===== config.mk =====
export PLATFORM = sky130hd
export DESIGN_NAME = regfile_param
export DESIGN_NICKNAME = d
export VERILOG_FILES = /design/src/rtl/regfile_pkg.sv /design/src/rtl/regfile_init_seq.sv /design/src/rtl/regfile_param.sv
export SDC_FILE = /design/constraint.sdc
export NUM_CORES = 2
export LEC_CHECK = 0
export BUFFER_PORTS_ARGS = -buffer_cell sky130_fd_sc_hd__buf_2
export CORE_MARGIN = 5
export CORE_UTILIZATION = 30
export CTS_CLUSTER_DIAMETER = 120
export DETAILED_ROUTE_END_ITERATION = 8
export PLACE_DENSITY = 0.52
export SLEW_MARGIN = 20
export SYNTH_ARGS = -nofsm -noshare
export SYNTH_HDL_FRONTEND = slang
export SYNTH_SLANG_ARGS = --single-unit

===== constraint.sdc =====
create_clock -name clk -period 5.31 [get_ports clk]
set_clock_uncertainty 0.15 [all_clocks]
set_input_delay 1.062 -clock clk [delete_from_list [all_inputs] [get_ports clk]]
set_output_delay 1.062 -clock clk [all_outputs]
set_load 0.01 [all_outputs]

===== src/rtl/regfile_pkg.sv =====
// regfile_pkg: shared types and helpers for the parametrised register file.
//   state_t       - init sequencer states (INIT, READY)
//   INIT_ZERO     - INIT_MODE value: every register loads 0
//   INIT_INDEX    - INIT_MODE value: register i loads i, zero-extended
//   init_value()  - init word for a given mode and register index; returned
//                   at MAX_XLEN bits, callers narrow it to their XLEN
package regfile_pkg;

    typedef enum logic {
        INIT  = 1'b0,
        READY = 1'b1
    } state_t;

    localparam int INIT_ZERO  = 0;
    localparam int INIT_INDEX = 1;
    localparam int MAX_XLEN   = 128;

    function automatic logic [MAX_XLEN-1:0] init_value(input int mode, input logic [31:0] idx);
        logic [MAX_XLEN-1:0] v;
        v = '0;
        if (mode == INIT_INDEX) begin
            v[31:0] = idx;
        end
        return v;
    endfunction

endpackage


===== src/rtl/regfile_init_seq.sv =====
// regfile_init_seq: walks every register index once after reset or on
// request, then holds READY until the next init_req.
// Ports:
//   clk       in   clock, rising edge
//   reset     in   asynchronous, active-high reset
//   init_req  in   re-run request, honoured only in READY
//   init_we   out  high while the sequencer owns the write port
//   init_idx  out  register index being initialised this cycle
//   ready     out  registered decode of the READY state
module regfile_init_seq #(
    parameter  int DEPTH = 32,
    localparam int AW    = $clog2(DEPTH)
) (
    input  logic          clk,
    input  logic          reset,
    input  logic          init_req,
    output logic          init_we,
    output logic [AW-1:0] init_idx,
    output logic          ready
);
    import regfile_pkg::*;

    localparam logic [AW-1:0] LAST_IDX = AW'(DEPTH - 1);

    state_t        state_q, state_d;
    logic [AW-1:0] idx_q,   idx_d;
    logic          ready_q, ready_d;

    always_comb begin
        state_d = state_q;
        idx_d   = idx_q;
        case (state_q)
            INIT: begin
                if (idx_q == LAST_IDX) begin
                    state_d = READY;
                    idx_d   = '0;
                end else begin
                    idx_d = idx_q + AW'(1);
                end
            end
            READY: begin
                if (init_req) begin
                    state_d = INIT;
                    idx_d   = '0;
                end
            end
            default: begin
                state_d = INIT;
                idx_d   = '0;
            end
        endcase
        // ready is decoded from the next state so it is a plain flop output
        // and init_req never reaches it combinationally.
        ready_d = (state_d == READY);
    end

    always_ff @(posedge clk or posedge reset) begin
        if (reset) begin
            state_q <= INIT;
            idx_q   <= '0;
            ready_q <= 1'b0;
        end else begin
            state_q <= state_d;
            idx_q   <= idx_d;
            ready_q <= ready_d;
        end
    end

    assign init_we  = (state_q == INIT);
    assign init_idx = idx_q;
    assign ready    = ready_q;

endmodule


===== src/rtl/regfile_param.sv =====
// regfile_param: integer register file, two combinational read ports, one
// clocked write port, hardwired zero register, self-initialising contents.
// Build option: define REGFILE_BYPASS_EN for write-first reads (a read of
// the register being written this cycle returns WriteData); otherwise reads
// are read-first.
// Ports:
//   clk, reset            clock and asynchronous active-high reset
//   init_req              re-run the init sequence (taken only when ready)
//   RegWrite, rd, WriteData   user write port
//   rs1, rs2              read indices
//   ReadData1, ReadData2  read data, forced to 0 while not ready
//   ready                 file accepts writes and returns stored data
module regfile_param #(
    parameter  int XLEN      = 64,
    parameter  int DEPTH     = 32,
    parameter  int INIT_MODE = 1,
    localparam int AW        = $clog2(DEPTH)
) (
    input  logic            clk,
    input  logic            reset,
    input  logic            init_req,
    input  logic            RegWrite,
    input  logic [AW-1:0]   rd,
    input  logic [XLEN-1:0] WriteData,
    input  logic [AW-1:0]   rs1,
    input  logic [AW-1:0]   rs2,
    output logic [XLEN-1:0] ReadData1,
    output logic [XLEN-1:0] ReadData2,
    output logic            ready
);
    import regfile_pkg::*;

    logic            init_we;
    logic [AW-1:0]   init_idx;
    logic            user_we;
    logic            wr_en;
    logic [AW-1:0]   wr_idx;
    logic [XLEN-1:0] wr_data;
    logic [XLEN-1:0] init_word;

    // Storage is deliberately not reset; the init sequencer defines it.
    logic [XLEN-1:0] regs_q [DEPTH];

    regfile_init_seq #(
        .DEPTH (DEPTH)
    ) u_init_seq (
        .clk      (clk),
        .reset    (reset),
        .init_req (init_req),
        .init_we  (init_we),
        .init_idx (init_idx),
        .ready    (ready)
    );

    // User writes only land in READY and never target register 0.
    assign user_we = ready && RegWrite && (rd != '0);

    always_comb begin
        init_word = XLEN'(init_value(INIT_MODE, 32'(init_idx)));
        wr_en     = 1'b0;
        wr_idx    = '0;
        wr_data   = '0;
        if (init_we) begin
            wr_en   = 1'b1;
            wr_idx  = init_idx;
            wr_data = init_word;
        end else if (user_we) begin
            wr_en   = 1'b1;
            wr_idx  = rd;
            wr_data = WriteData;
        end
    end

    always_ff @(posedge clk) begin
        if (wr_en) begin
            regs_q[wr_idx] <= wr_data;
        end
    end

    always_comb begin
        ReadData1 = '0;
        ReadData2 = '0;
        if (ready) begin
            if (rs1 != '0) begin
                ReadData1 = regs_q[rs1];
`ifdef REGFILE_BYPASS_EN
                if (user_we && (rd == rs1)) begin
                    ReadData1 = WriteData;
                end
`endif
            end
            if (rs2 != '0) begin
                ReadData2 = regs_q[rs2];
`ifdef REGFILE_BYPASS_EN
                if (user_we && (rd == rs2)) begin
                    ReadData2 = WriteData;
                end
`endif
            end
        end
    end

endmodule


## Word level (Yosys, flattened, before mapping)

Memory sizes are Yosys's and may differ from the RTL's.
Cells that the tools add are included.

- Flip-flop bits (word level): 6
- RAM bits: 2048
- Output and inout bits: 129
- Memories kept: 1

Memories:

| name | words | width | rd ports | clocked after Yosys merged registers in | wr ports | RTL line | RTL |
|---|---|---|---|---|---|---|---|
| regs_q | 32 | 64 | 2 | 0 | 1 | regfile_param.sv:42 | `logic [XLEN-1:0] regs_q [DEPTH];` |

- $add $sub $neg: 1
- Eq/ne operators: 2
- Muxes and demuxes: 18
- Bitwise logic cells: 1
- Reduce and logical (&&, ||, !) cells: 5

Operators by type and width:

| operator | number |
|---|---|
| $mux W64 | 6 |
| $mux W5 | 4 |
| $reduce_bool A5 Y1 | 3 |
| $pmux W5 S2 | 1 |
| $mux W1 | 6 |
| $add A5 B1 Y5 const B | 1 |
| $eq A5 B5 Y1 const B | 1 |
| $logic_and A1 B1 Y1 | 2 |
| $ne A2 B2 Y1 const B | 1 |
| $pmux W1 S2 | 1 |
| $not A1 Y1 | 1 |

## Longest topological paths before layout

- Depth in word-level cells: 6
- Mapped depth: 8
- Depth with buffers taken out: 6

## By module

From an unflattened synthesis, not the netlist that was laid out.

- Cell total of the unflattened synthesis: 5443
- Area total of the unflattened synthesis: 94137.8 µm²

Modules (own cells, without submodules):

| module | instances | cells each | area an instance (µm²) | seq. area each (µm²) |
|---|---|---|---|---|
| regfile_param | 1 | 5415 | 93818.7 | 61499.0 |
| regfile_init_seq | 1 | 28 | 319.1 | 150.1 |

## Least setup slack after synthesis

OpenSTA, ideal clock, no wires.

- Path kind: input-to-reg
- Start: in RegWrite
- End: mem regs_q[18][0], enable pin
- Library setup time: 0.487 ns
- Arrival time: 4.307 ns
- Setup slack: 0.366 ns
- Stages on the path: 4
- Buffers on the path: 0
- Cells stage by stage: and2_1 > a21oi_1 > nand2_1 > nor2_1

- Word-level cells in the longest chain between the ends: 6
- Elaborated cells between the ends (all ways): 8
- Classes of those cells: mux: 6; reduce/logical: 2

Ends and longest elaborated chain:

| what | RTL line | RTL |
|---|---|---|
| start, declared | regfile_param.sv:22 | `input logic RegWrite,` |
| $logic_and A1 B1 Y1 (*) (2 in series) | regfile_param.sv:56 | `assign user_we = ready && RegWrite && (rd != '0);` |
| $mux W1 | regfile_param.sv:67 | `end else if (user_we) begin` |
| $mux W1 | regfile_param.sv:63 | `if (init_we) begin` |
| $mux W1 | regfile_param.sv:75 | `if (wr_en) begin` |
| $mux W1 (implied by the code) | regfile_param.sv:76 | `regs_q[wr_idx] <= wr_data;` |
| end, declared | regfile_param.sv:42 |  |

Every way passes the cells marked *; elsewhere a longest branch is shown, timed or not.

==> reports/qor.csv <==
metric,value,unit
Fillers,29190,
number of remaining DRC errors,0,
R2R cell count,6,
vias per std cell,5.712,
Mapped Cells,5592,
largest net degree at the start of global routing,95,
post-CTS setup repair buffer count,0,
Leak,37.00,nW
Synth Net Count,5677,
Final TNS setup,0,ns
critical path's slowest cell,or3b_4,
largest stage delay on the critical path,0.88,ns
worst hold path type,in -> reg,
Yosys warning total,0,
"Seq/Total Area, Yosys",64.07,%
count of input and output buffers,211,
clock buffer depth,4,
share of post-route cells with drive strength above 1,21.49,%
setup slack on the worst flop-to-flop path,1.49,ns
status,completed,
wire length per cell,31.86,µm
hold path startpoint,init_req,
post-route ant nets,0,
CP required,4.10,ns
WL final,323500,µm
Worst path top cell family by delay,simple AND/OR/NAND/NOR gates,
min Tclk post-route,4.994,ns
"Top FF cell, synth",edfxtp_1,
Synth async-reset ratio,0.3015,%
Cells on Worst Hold Path,2,
Area Growth Syn to Fin,15.19,%
setup ws final,0.3161,ns
initial antenna violation count,34,
relative slew slack,23.60,%
via count,58000,
grt ovf,0,
DP Worst Slack,0.5828,ns
Core ar.,309100,µm²
Critical R2R Launch,u_init_seq.state_q$_DFF_PP0_,
Final HPWL DP,194600,µm
CTS Sinks,1990,
Hold Path End,u_init_seq.init_idx[1]$_DFFE_PP0P_,
# resized after CTS,0,
io pins,212,
CP Class,reg -> out,
clock root cell,clkbuf_16,
clock slew at reported path FFs,0.05,ns
# nets final,5929,
Placer Congestion,0.7967,
Die X,567.5,µm
die area,322000,µm²
CP Launch Type,flop,
Avg Inst Size Synth,16.67,µm²
Final Hold Fails,0,
CTS tree,built,
FMAX,200.2,MHz
fin crit share,94.05,%
Final Max Slew Viols,0,
CTS Buf Count,220,
PwrDens,398.1,nW/µm²
DRT Pass-1 Iters,8,
First DRT Iteration DRCs,6710,
Netlist cell types,55,
crit path capture type,output pin,
multi-input logic area,31190,µm²
CTS H-Tree Depth,4,
final setup vio count,0,
crit-path max FO,32,
Worst EP arrival,3.78,ns
number of synthesized flops with an enable pin,1984,
register area,59730,µm²
CP Cell Sequence,"or3b_4, buf_4, a221oi_1, a22oi_1, nand4_1, buf_2",
RSZ-0062 raised after global routing,false,
vias in the first global route,59140,
Max-Cap Viols,0,
row count,204,
synthesized flop and latch total,1990,
synthesized area,93230,µm²
Die H,567.5,µm
first-pass GRT wire length,452800,µm
crit path buf inv count,2,
Peak VDD IR,274.8,µV
Starting Density,30.16,%
Worst R2R End,regs_q[4][33]$_DFFE_PP_,
worst slew pin tran,1.146,ns
Worst-Skew Late Latency,0.83,ns
Total GRT Usage,19.36,%
-- cell families (layout without fill, tap and decap cells) --
kind of cell / count (synthesis) / in the layout / synth area share, %
AOI/OAI and AO/OA: 1044 / 1044 / 8.239
adders and majority gates: 2 / 2 / 0.02684
buffers and inverters: 470 / 895 / 2.919
DFF: 1990 / 1990 / 64.07
muxes: 1536 / 1536 / 21.85
other: 0 / 18 / 0
and+or+nand+nor: 550 / 550 / 2.900
-- per-stage QoR --
| stage | cells | power, mW | utilization [%] | hold slack (ns) | instance area [µm²] |
|---|---|---|---|---|---|
| 2_1_floorplan | 5592 | 24.75 | - | 0.3494 | 93230 |
| 3_3_place_gp | 9740 | 28.45 | 32.55 | 0.3962 | 100600 |
| 3_5_place_dp | 9740 | 28.60 | 32.55 | 0.4053 | 100600 |
| 4_1_cts | 10140 | 43.08 | 34.71 | 0.2559 | 107300 |
| 5_1_grt | 10150 | 44.23 | 34.74 | 0.2891 | 107400 |
| 6_report | 10160 | 42.76 | 34.74 | 0.3215 | 107400 |
-- layer usage --
metal	wire length, µm	vias up	global-route usage, %
met5	93	-	0
met4	10280	14	6.298
met3	24110	568	3.334
met2	148800	2753	30.64
met1	140200	30750	27.11
li1	-	23920	-
-- worst max-delay path by stage --
| stage | cells past startpoint | from | endpoint |
|---|---|---|---|
| floorplan | 4 | RegWrite | regs_q[18][0]$_DFFE_PP_ |
| global placement | 8 | rs2[1] | ReadData2[41] |
| detailed placement | 8 | rs2[1] | ReadData2[41] |
| CTS | 6 | u_init_seq.state_q$_DFF_PP0_ | ReadData2[25] |
| global route | 6 | u_init_seq.state_q$_DFF_PP0_ | ReadData1[39] |
| finish | 6 | u_init_seq.state_q$_DFF_PP0_ | ReadData2[30] |
-- synth_stat cells (80+ instances only) --
cell      count  area (µm²)
a221oi_1    128        1121
a22oi_1     383        2875
buf_2       228        1141
clkbuf_1    119       446.7
edfxtp_1   1984       59580
mux2i_1    1149       11500
mux4_2      337        7590
nand2_1     277        1040
nand4_1     131       819.5
o21ai_1     102       510.5
o22ai_1     303        1896
o22ai_2      80        1001
-- timing repair --
item,4_1_cts,5_1_grt
endpoints found under the setup margin,0,0
hold buffers,1,0
endpoints found under the hold margin,6,0
-- registers in the layout, summed over array words and instances, names as in the netlist --
signal               flops
regs_q                1984
u_init_seq.state_q       1
u_init_seq.init_idx      5
-- cell usage in the layout (no fill, tap or decap), types with 18 or more instances in the layout --
master,n
edfxtp_1,1984
buf_4,171
buf_12,109
o21ai_1,104
and2_1,37
clkinv_1,54
a221oi_1,128
nand4_1,131
nand2_1,276
a22oi_1,383
mux2i_1,1149
o22ai_2,80
mux4_2,337
clkbuf_1,50
o21ai_0,31
and2_2,23
nor2_4,34
mux4_1,44
buf_2,207
o22ai_1,303
clkinv_2,40
clkbuf_16,220
diode_2,18
-- worst register-to-register path, stage by stage (launching register included) --
cell	delay (ns)
dfrtp_1	0.67
buf_4	0.37
and2_1	0.28
a21o_1	0.21
nand2_1	0.30
nor2_4	0.89
buf_12	0.47
-- where the power goes --
part           switching (mW)  internal [mW]  total [mW]
clock                    6.37           8.12        14.5
sequential              0.673           19.8        20.5
combinational            5.51           2.23        7.74
-- final cells by class --
type / count / area share (%)
clock inverters: 125 / 0.9018
multi-input cells: 3132 / 29.04
diodes: 18 / 0.04194
inverters: 7 / 0.02447
flip-flops and latches: 1990 / 55.62
repair buffers: 493 / 4.271
well taps: 4120 / 4.800
clock buffers: 270 / 5.301
Power figures use the tool's default switching activity.
